$ cat src/rtl/rtc_bus_scheduler_if.sv
// RTC bus scheduler signal bundle.
// master: scheduler side; slave: requesters plus timing generator.
interface rtc_bus_scheduler_if;
   logic       wr_req;
   logic [7:0] wr_addr;
   logic [7:0] wr_data;
   logic       wr_ack;
   logic       tick;
   logic       en_esc;
   logic       en_lect;
   logic       dir_phase;
   logic       dat_lect;
   logic       cambio_est;
   logic [7:0] bus_out;
   logic [7:0] bus_in;
   logic [7:0] rd_data;
   logic [2:0] rd_idx;
   logic       rd_valid;
   logic       burst_done;
   logic       busy;
   logic       err;

   modport master (
      input  wr_req, wr_addr, wr_data, tick,
      input  dir_phase, dat_lect, cambio_est, bus_in,
      output wr_ack, en_esc, en_lect, bus_out,
      output rd_data, rd_idx, rd_valid, burst_done,
      output busy, err
   );

   modport slave (
      output wr_req, wr_addr, wr_data, tick,
      output dir_phase, dat_lect, cambio_est, bus_in,
      input  wr_ack, en_esc, en_lect, bus_out,
      input  rd_data, rd_idx, rd_valid, burst_done,
      input  busy, err
   );
endinterface

$ cat src/rtl/rtc_bus_scheduler.sv
// Shares the RTC A/D bus timing generator between user writes and periodic read bursts.
// Optional watchdog: define RTC_SCHED_TIMEOUT_EN.
module rtc_bus_scheduler #(
   parameter logic [7:0] RD_BASE   = 8'h21,
   parameter int         NUM_RD    = 6,
   parameter int         GAP_CYC   = 2,
   parameter int         TO_CYCLES = 64
) (
   input logic             clk,
   input logic             reset,
   rtc_bus_scheduler_if.master bus
);

   localparam int         GW   = (GAP_CYC > 1) ? $clog2(GAP_CYC) : 1;
   localparam logic [2:0] LAST = 3'(NUM_RD - 1);

   typedef enum logic [1:0] {
      IDLE,
      WRITE,
      READ,
      GAP
   } state_t;

   state_t         state;
   logic [7:0]     addr_q;
   logic [7:0]     data_q;
   logic [7:0]     cap_q;
   logic [2:0]     idx;
   logic           burst_act;
   logic           pend;
   logic           cambio_q;
   logic [GW-1:0]  gap_cnt;
   logic           done_edge;
   logic           to_hit;
   logic [2:0]     rd_next;

   // completion is the first high cycle of cambio_est only
   assign done_edge = bus.cambio_est & ~cambio_q;
   assign rd_next   = burst_act ? idx : 3'd0;
   assign bus.bus_out = bus.dir_phase ? addr_q : data_q;

`ifdef RTC_SCHED_TIMEOUT_EN
   localparam int TW = $clog2(TO_CYCLES + 1);
   logic [TW-1:0] to_cnt;

   assign to_hit = (to_cnt == TW'(TO_CYCLES - 1));

   // count cycles spent with an enable raised
   always_ff @(posedge clk) begin
      if (reset || !(state == WRITE || state == READ))
         to_cnt <= '0;
      else
         to_cnt <= to_cnt + 1'b1;
   end
`else
   assign to_hit = 1'b0;
`endif

   // scheduler FSM with registered outputs
   always_ff @(posedge clk) begin
      if (reset) begin
         state          <= IDLE;
         addr_q         <= 8'h00;
         data_q         <= 8'h00;
         cap_q          <= 8'h00;
         idx            <= 3'd0;
         burst_act      <= 1'b0;
         pend           <= 1'b0;
         cambio_q       <= 1'b0;
         gap_cnt        <= '0;
         bus.en_esc     <= 1'b0;
         bus.en_lect    <= 1'b0;
         bus.wr_ack     <= 1'b0;
         bus.rd_valid   <= 1'b0;
         bus.burst_done <= 1'b0;
         bus.rd_data    <= 8'h00;
         bus.rd_idx     <= 3'd0;
         bus.busy       <= 1'b0;
         bus.err        <= 1'b0;
      end else begin
         cambio_q       <= bus.cambio_est;
         bus.wr_ack     <= 1'b0;
         bus.rd_valid   <= 1'b0;
         bus.burst_done <= 1'b0;
         pend           <= pend | bus.tick;
         unique case (state)
            IDLE: begin
               if (bus.wr_req) begin
                  state      <= WRITE;
                  bus.busy   <= 1'b1;
                  bus.en_esc <= 1'b1;
                  addr_q     <= bus.wr_addr;
                  data_q     <= bus.wr_data;
               end else if (burst_act || pend) begin
                  state       <= READ;
                  bus.busy    <= 1'b1;
                  bus.en_lect <= 1'b1;
                  addr_q      <= RD_BASE + {5'd0, rd_next};
                  data_q      <= 8'h00;
                  cap_q       <= 8'h00;
                  idx         <= rd_next;
                  if (!burst_act) begin
                     burst_act <= 1'b1;
                     pend      <= bus.tick;
                  end
               end
            end
            WRITE: begin
               if (done_edge) begin
                  bus.wr_ack <= 1'b1;
                  bus.en_esc <= 1'b0;
                  state      <= GAP;
                  gap_cnt    <= '0;
               end else if (to_hit) begin
                  bus.en_esc <= 1'b0;
                  bus.err    <= 1'b1;
                  state      <= GAP;
                  gap_cnt    <= '0;
               end
            end
            READ: begin
               if (bus.dat_lect)
                  cap_q <= bus.bus_in;
               if (done_edge) begin
                  bus.rd_data  <= bus.dat_lect ? bus.bus_in : cap_q;
                  bus.rd_idx   <= idx;
                  bus.rd_valid <= 1'b1;
                  bus.en_lect  <= 1'b0;
                  state        <= GAP;
                  gap_cnt      <= '0;
                  if (idx == LAST) begin
                     bus.burst_done <= 1'b1;
                     burst_act      <= 1'b0;
                     idx            <= 3'd0;
                  end else begin
                     idx <= idx + 3'd1;
                  end
               end else if (to_hit) begin
                  bus.en_lect <= 1'b0;
                  bus.err     <= 1'b1;
                  burst_act   <= 1'b0;
                  idx         <= 3'd0;
                  state       <= GAP;
                  gap_cnt     <= '0;
               end
            end
            GAP: begin
               if (gap_cnt == GW'(GAP_CYC - 1)) begin
                  state    <= IDLE;
                  bus.busy <= 1'b0;
               end else begin
                  gap_cnt <= gap_cnt + 1'b1;
               end
            end
            default: begin
               state <= IDLE;
            end
         endcase
      end
   end

endmodule
$ cat src/flat_wrapper.sv
// flat-port wrapper written by rule: the top's interface ports become plain ports
module rtc_bus_scheduler_flat 
#(
   parameter logic [7:0] RD_BASE   = 8'h21,
   parameter int         NUM_RD    = 6,
   parameter int         GAP_CYC   = 2,
   parameter int         TO_CYCLES = 64
)
  (clk, reset, bus_wr_req, bus_wr_addr, bus_wr_data, bus_tick, bus_dir_phase, bus_dat_lect, bus_cambio_est, bus_bus_in, bus_wr_ack, bus_en_esc, bus_en_lect, bus_bus_out, bus_rd_data, bus_rd_idx, bus_rd_valid, bus_burst_done, bus_busy, bus_err);
  rtc_bus_scheduler_if bus_i ();
  input logic clk;
  input logic reset;
  input wire logic [$bits(bus_i.wr_req)-1:0] bus_wr_req;
  input wire logic [$bits(bus_i.wr_addr)-1:0] bus_wr_addr;
  input wire logic [$bits(bus_i.wr_data)-1:0] bus_wr_data;
  input wire logic [$bits(bus_i.tick)-1:0] bus_tick;
  input wire logic [$bits(bus_i.dir_phase)-1:0] bus_dir_phase;
  input wire logic [$bits(bus_i.dat_lect)-1:0] bus_dat_lect;
  input wire logic [$bits(bus_i.cambio_est)-1:0] bus_cambio_est;
  input wire logic [$bits(bus_i.bus_in)-1:0] bus_bus_in;
  output wire logic [$bits(bus_i.wr_ack)-1:0] bus_wr_ack;
  output wire logic [$bits(bus_i.en_esc)-1:0] bus_en_esc;
  output wire logic [$bits(bus_i.en_lect)-1:0] bus_en_lect;
  output wire logic [$bits(bus_i.bus_out)-1:0] bus_bus_out;
  output wire logic [$bits(bus_i.rd_data)-1:0] bus_rd_data;
  output wire logic [$bits(bus_i.rd_idx)-1:0] bus_rd_idx;
  output wire logic [$bits(bus_i.rd_valid)-1:0] bus_rd_valid;
  output wire logic [$bits(bus_i.burst_done)-1:0] bus_burst_done;
  output wire logic [$bits(bus_i.busy)-1:0] bus_busy;
  output wire logic [$bits(bus_i.err)-1:0] bus_err;
  assign bus_i.wr_req = bus_wr_req;
  assign bus_i.wr_addr = bus_wr_addr;
  assign bus_i.wr_data = bus_wr_data;
  assign bus_i.tick = bus_tick;
  assign bus_i.dir_phase = bus_dir_phase;
  assign bus_i.dat_lect = bus_dat_lect;
  assign bus_i.cambio_est = bus_cambio_est;
  assign bus_i.bus_in = bus_bus_in;
  assign bus_wr_ack = bus_i.wr_ack;
  assign bus_en_esc = bus_i.en_esc;
  assign bus_en_lect = bus_i.en_lect;
  assign bus_bus_out = bus_i.bus_out;
  assign bus_rd_data = bus_i.rd_data;
  assign bus_rd_idx = bus_i.rd_idx;
  assign bus_rd_valid = bus_i.rd_valid;
  assign bus_burst_done = bus_i.burst_done;
  assign bus_busy = bus_i.busy;
  assign bus_err = bus_i.err;
  rtc_bus_scheduler #(.RD_BASE(RD_BASE), .NUM_RD(NUM_RD), .GAP_CYC(GAP_CYC), .TO_CYCLES(TO_CYCLES)) u_core (.clk(clk), .reset(reset), .bus(bus_i));
endmodule
$ cat config.mk
export PLATFORM = sky130hd
export DESIGN_NAME = rtc_bus_scheduler_flat
export DESIGN_NICKNAME = d
export VERILOG_FILES = /design/src/rtl/rtc_bus_scheduler_if.sv /design/src/rtl/rtc_bus_scheduler.sv /design/src/flat_wrapper.sv
export SDC_FILE = /design/constraint.sdc
export NUM_CORES = 1
export LEC_CHECK = 0
export CAP_MARGIN = 20
export CORE_MARGIN = 8
export CORE_UTILIZATION = 30
export CTS_CLUSTER_SIZE = 25
export DETAILED_ROUTE_END_ITERATION = 10
export PLACE_DENSITY = 0.62
export SYNTH_ARGS = -nofsm -noshare
export SYNTH_HDL_FRONTEND = slang
export SYNTH_SLANG_ARGS = --single-unit
$ cat constraint.sdc
create_clock -name clk -period 3 [get_ports clk]
set_clock_uncertainty 0.05 [all_clocks]
set_input_delay 0.75 -clock clk [delete_from_list [all_inputs] [get_ports clk]]
set_output_delay 0.75 -clock clk [all_outputs]
set_load 0.03 [all_outputs]
==> summary.md <==
The run finished with clean final reports. The slowest cell on the critical path is clkdlybuf4s50_1. The run gives 0.30 ns as the clock latency at the later pin of the worst-skew pair. The yosys synthesis warning count was 0. TritonCTS built the clock tree. The synthesized area per cell works out to 9.129 um^2.

The signed area change from the synthesized netlist to the final layout is 30.01%, and the detail-routed net length per standard cell is 13.77 um. The count of endpoints failing hold in the final timing report came out at 0. The core region is 7607 um^2. The count of port buffers added during placement was 55. For the number of buffers on the longest clock path, the log shows 2.

Reg-to-reg setup timing slack: 1.21 ns. The peak supply drop came out at 0.2496 mV. The first global-routing pass estimated 9556 um of wire. The detailed placement HPWL is 3990 um. In the routed design, unresolved DRC markers number 0. Together, buffers and inverters on the worst path number 3. After routing the design area is 3003 um^2. The logs give 10.47% for the all-layer global routing usage and 0 for the initial antenna violation count. The largest net degree at the start of global routing was 39; the count of H-tree levels built during CTS was 2. The power density normalized to cell area was 801.8 nW/um^2. The fraction of final layout cells sized beyond drive strength 1 is 10.23%, and the worst endpoint required time is 2.20 ns. The kind of launch point of the worst setup path was a primary input. The detailed router finished its first iteration with 48 violations. Tracing the worst setup path back leads to its startpoint at bus_dir_phase. For the pin with the worst max-slew slack, the measured transition is 0.6224 ns. The placed instances occupy a cell area of 2923 um^2. The fraction of synthesis flops using an asynchronous set or reset pin was 0%; the count of flip-flops with a built-in enable after synthesis was 0. Clock-pin slew was measured on the worst setup and hold paths at 0.09 ns.

The die covers 10,760 um^2. For this configuration, the core starts out at a cell density of 30.36%. Buffers inserted to repair hold after CTS numbered 0. The vertical die dimension was 103.7 um.

Summed over all layers, the global routing overflow is 0. Summing all multi-input logic gate instances after layout gives 1159 um^2. Number of setup violations in the final report: 0. The buffers inserted during post-CTS setup optimization was 0; the count of maximum capacitance violations was 0.

The antenna cell count was 0. In the final layout, flip-flops and latches occupy 1001 um^2. The tools report the number of nets with antenna violations after detailed routing as 0. The library cells used most frequently in the layout, excluding fill and tap cells, are 50 x dfxtp_1, 46 x clkdlybuf4s50_1, 29 x nor2_1. For this run, the leading register cell type out of synthesis is dfxtp_1. In the finished design, the share of the clock period the worst path needs comes to 95.73%.

The number of instances in the synthesized netlist is 253. The tightest min-delay check is of the reg -> reg type. The maximum fanout along the worst path came out at 5. The most common cell after layout, fill and taps aside is dfxtp_1. The tools report the total of fill cells in the finished design as 789. After the last flow step, the layout net total stands at 339.

The die width was 103.7 um. The library cell used as clock root buffer is clkbuf_8. Beginning of the worst register-to-register path: u_core.state[0]. The total negative slack for setup checks was 0 ns. The signal on the critical path passes through clkdlybuf4s50_1, buf_4, mux2_2, dlygate4sd2_1. For this run, the slowest stage of the critical path takes 0.48 ns. For the routability congestion estimate, the log shows 0.7735. The hold path depth was 2; the shortest clock period the worst path allows after layout was 2.872 ns.

The tools report the sequential cell area fraction in the yosys report as 43.34%. Number of global-route vias before repair: 1,942. Max-slew violation total from the final report: 0. In this run the count of I/O pins placed on the die edge is 57. The detailed router placed 1,913 vias in this run. At the worst endpoint, the arrival time is 2.07 ns.

The logs give 44 for the number of unique standard cell types used by synthesis and 5 for the CTS buffer count. The run gives 5576 um as the total length of routed wires. The beginning of the worst hold path is u_core.bus.rd_idx[0]. The kind of end point of the critical path was an output pin.

Among cell families on the critical path, the largest total delay comes from buffers and inverters. The number of cells on the critical path works out to 4. Dividing the detail-routed via count by the number of cells gives 4.723. The logs give 4 for the detailed-router iteration count before antenna repair and 32 for the number of cell rows. For the leakage component of the power, the log shows 1.099 nW.

Counting every sink on the clock net gives 50. The number of nets in the synthesized netlist is 290. The number of cells on the worst reg-to-reg path is 6. The flip-flop and latch count after synthesis came out at 50. Derived from the worst setup path, the maximum achievable clock frequency is 0.3482 GHz.

The headroom to the max-slew limit was 58.51%. By startpoint and endpoint, the worst setup path is classified as in -> out. Setup repair after global routing left no endpoint under its margin. The synthesized cell area is 2310 um^2.
-- cells by family after synthesis --
logic type | Yosys count | share of synthesized area, %
fa+ha+maj | 6 | 3.250
compound gates | 69 | 21.56
mux | 18 | 8.234
other cells | 1 | 0.1624
flops | 50 | 43.34
buf+inv | 32 | 6.500
xor+xnor | 1 | 0.3793
simple gates | 76 | 16.58
-- cell type report --
class                   instances  share of cell area (%)
clock buffers                   5                   2.292
multi-input cells             171                   38.58
clock inverters                 3                  0.7083
well taps                     102                   4.250
inverters                      14                   1.750
repair buffers                 60                   19.08
flip-flops and latches         50                   33.33
-- cell usage after synthesis (2+ instances only) --
| library cell | n | area [um^2] |
|---|---|---|
| a211oi_1 | 13 | 97.59 |
| a21oi_1 | 15 | 75.07 |
| a22oi_1 | 11 | 82.58 |
| a311oi_1 | 4 | 35.03 |
| and2_1 | 4 | 25.02 |
| buf_2 | 5 | 25.02 |
| buf_4 | 2 | 15.01 |
| buf_6 | 2 | 22.52 |
| clkbuf_1 | 8 | 30.03 |
| dfxtp_1 | 50 | 1001 |
| ha_1 | 6 | 75.07 |
| inv_1 | 13 | 48.80 |
| mux2_2 | 8 | 90.09 |
| mux2i_1 | 10 | 100.1 |
| nand2_1 | 13 | 48.80 |
| nand2b_1 | 13 | 81.33 |
| nand3b_1 | 2 | 15.01 |
| nor2_1 | 29 | 108.9 |
| nor2b_1 | 4 | 25.02 |
| nor3_1 | 4 | 20.02 |
| o21ai_0 | 6 | 30.03 |
| o21ai_1 | 2 | 10.01 |
| o32ai_1 | 8 | 70.07 |
-- repair_timing --
action	4_1_cts	5_1_grt
setup endpoints to repair	8	0
hold endpoints to repair	0	0
gates resized for setup	8	0
-- stage by stage --
step | instances | hold WS [ns] | worst slack [ns] | utilization, % | power, mW
finish | 405 | 0.4081 | 0.1281 | 39.47 | 2.408
global route | 405 | 0.4433 | 0.09914 | 39.47 | 2.605
CTS | 405 | 0.4132 | 0.1226 | 39.47 | 2.440
detailed placement | 397 | 0.4002 | -0.1090 | 38.42 | 2.050
global placement | 397 | 0.3983 | -0.08942 | 38.42 | 2.039
floorplan | 253 | 0.3829 | 0.7317 | - | 1.733
-- registers in the layout, indices dropped and copies added (netlist names), 2 cells and up --
signal              flops
u_core.addr_q           8
u_core.bus.rd_data      8
u_core.bus.rd_idx       3
u_core.cap_q            8
u_core.data_q           8
u_core.idx              3
u_core.state            2
-- where the power goes --
| group | leakage, nW | internal (mW) | switching [mW] |
|---|---|---|---|
| clock network | 0.0441 | 0.164 | 0.232 |
| logic | 0.646 | 0.450 | 0.647 |
| registers | 0.409 | 0.800 | 0.115 |
| total | 1.10 | 1.41 | 0.994 |
-- worst paths after layout --
check,endpoint
worst min-delay path,u_core.bus.rd_idx[0]
worst max-delay path,bus_bus_out[4]
worst min register to register,u_core.bus.rd_idx[0]
worst max register to register,u_core.idx[0]
-- worst min-delay path, stage by stage (launching register included) --
cell,delay (ns)
dfxtp_1,0.32
nand2_1,0.05
a21oi_1,0.05
-- metal layers --
metal | part of all wire (%) | global-route usage, %
met1 | 54 | 13.97
met2 | 40 | 15.77
met3 | 5.5 | 3.532
met4 | 0.75 | 2.585
met5 | 0 | 0
Note: power is estimated with default switching activity, not from simulation.
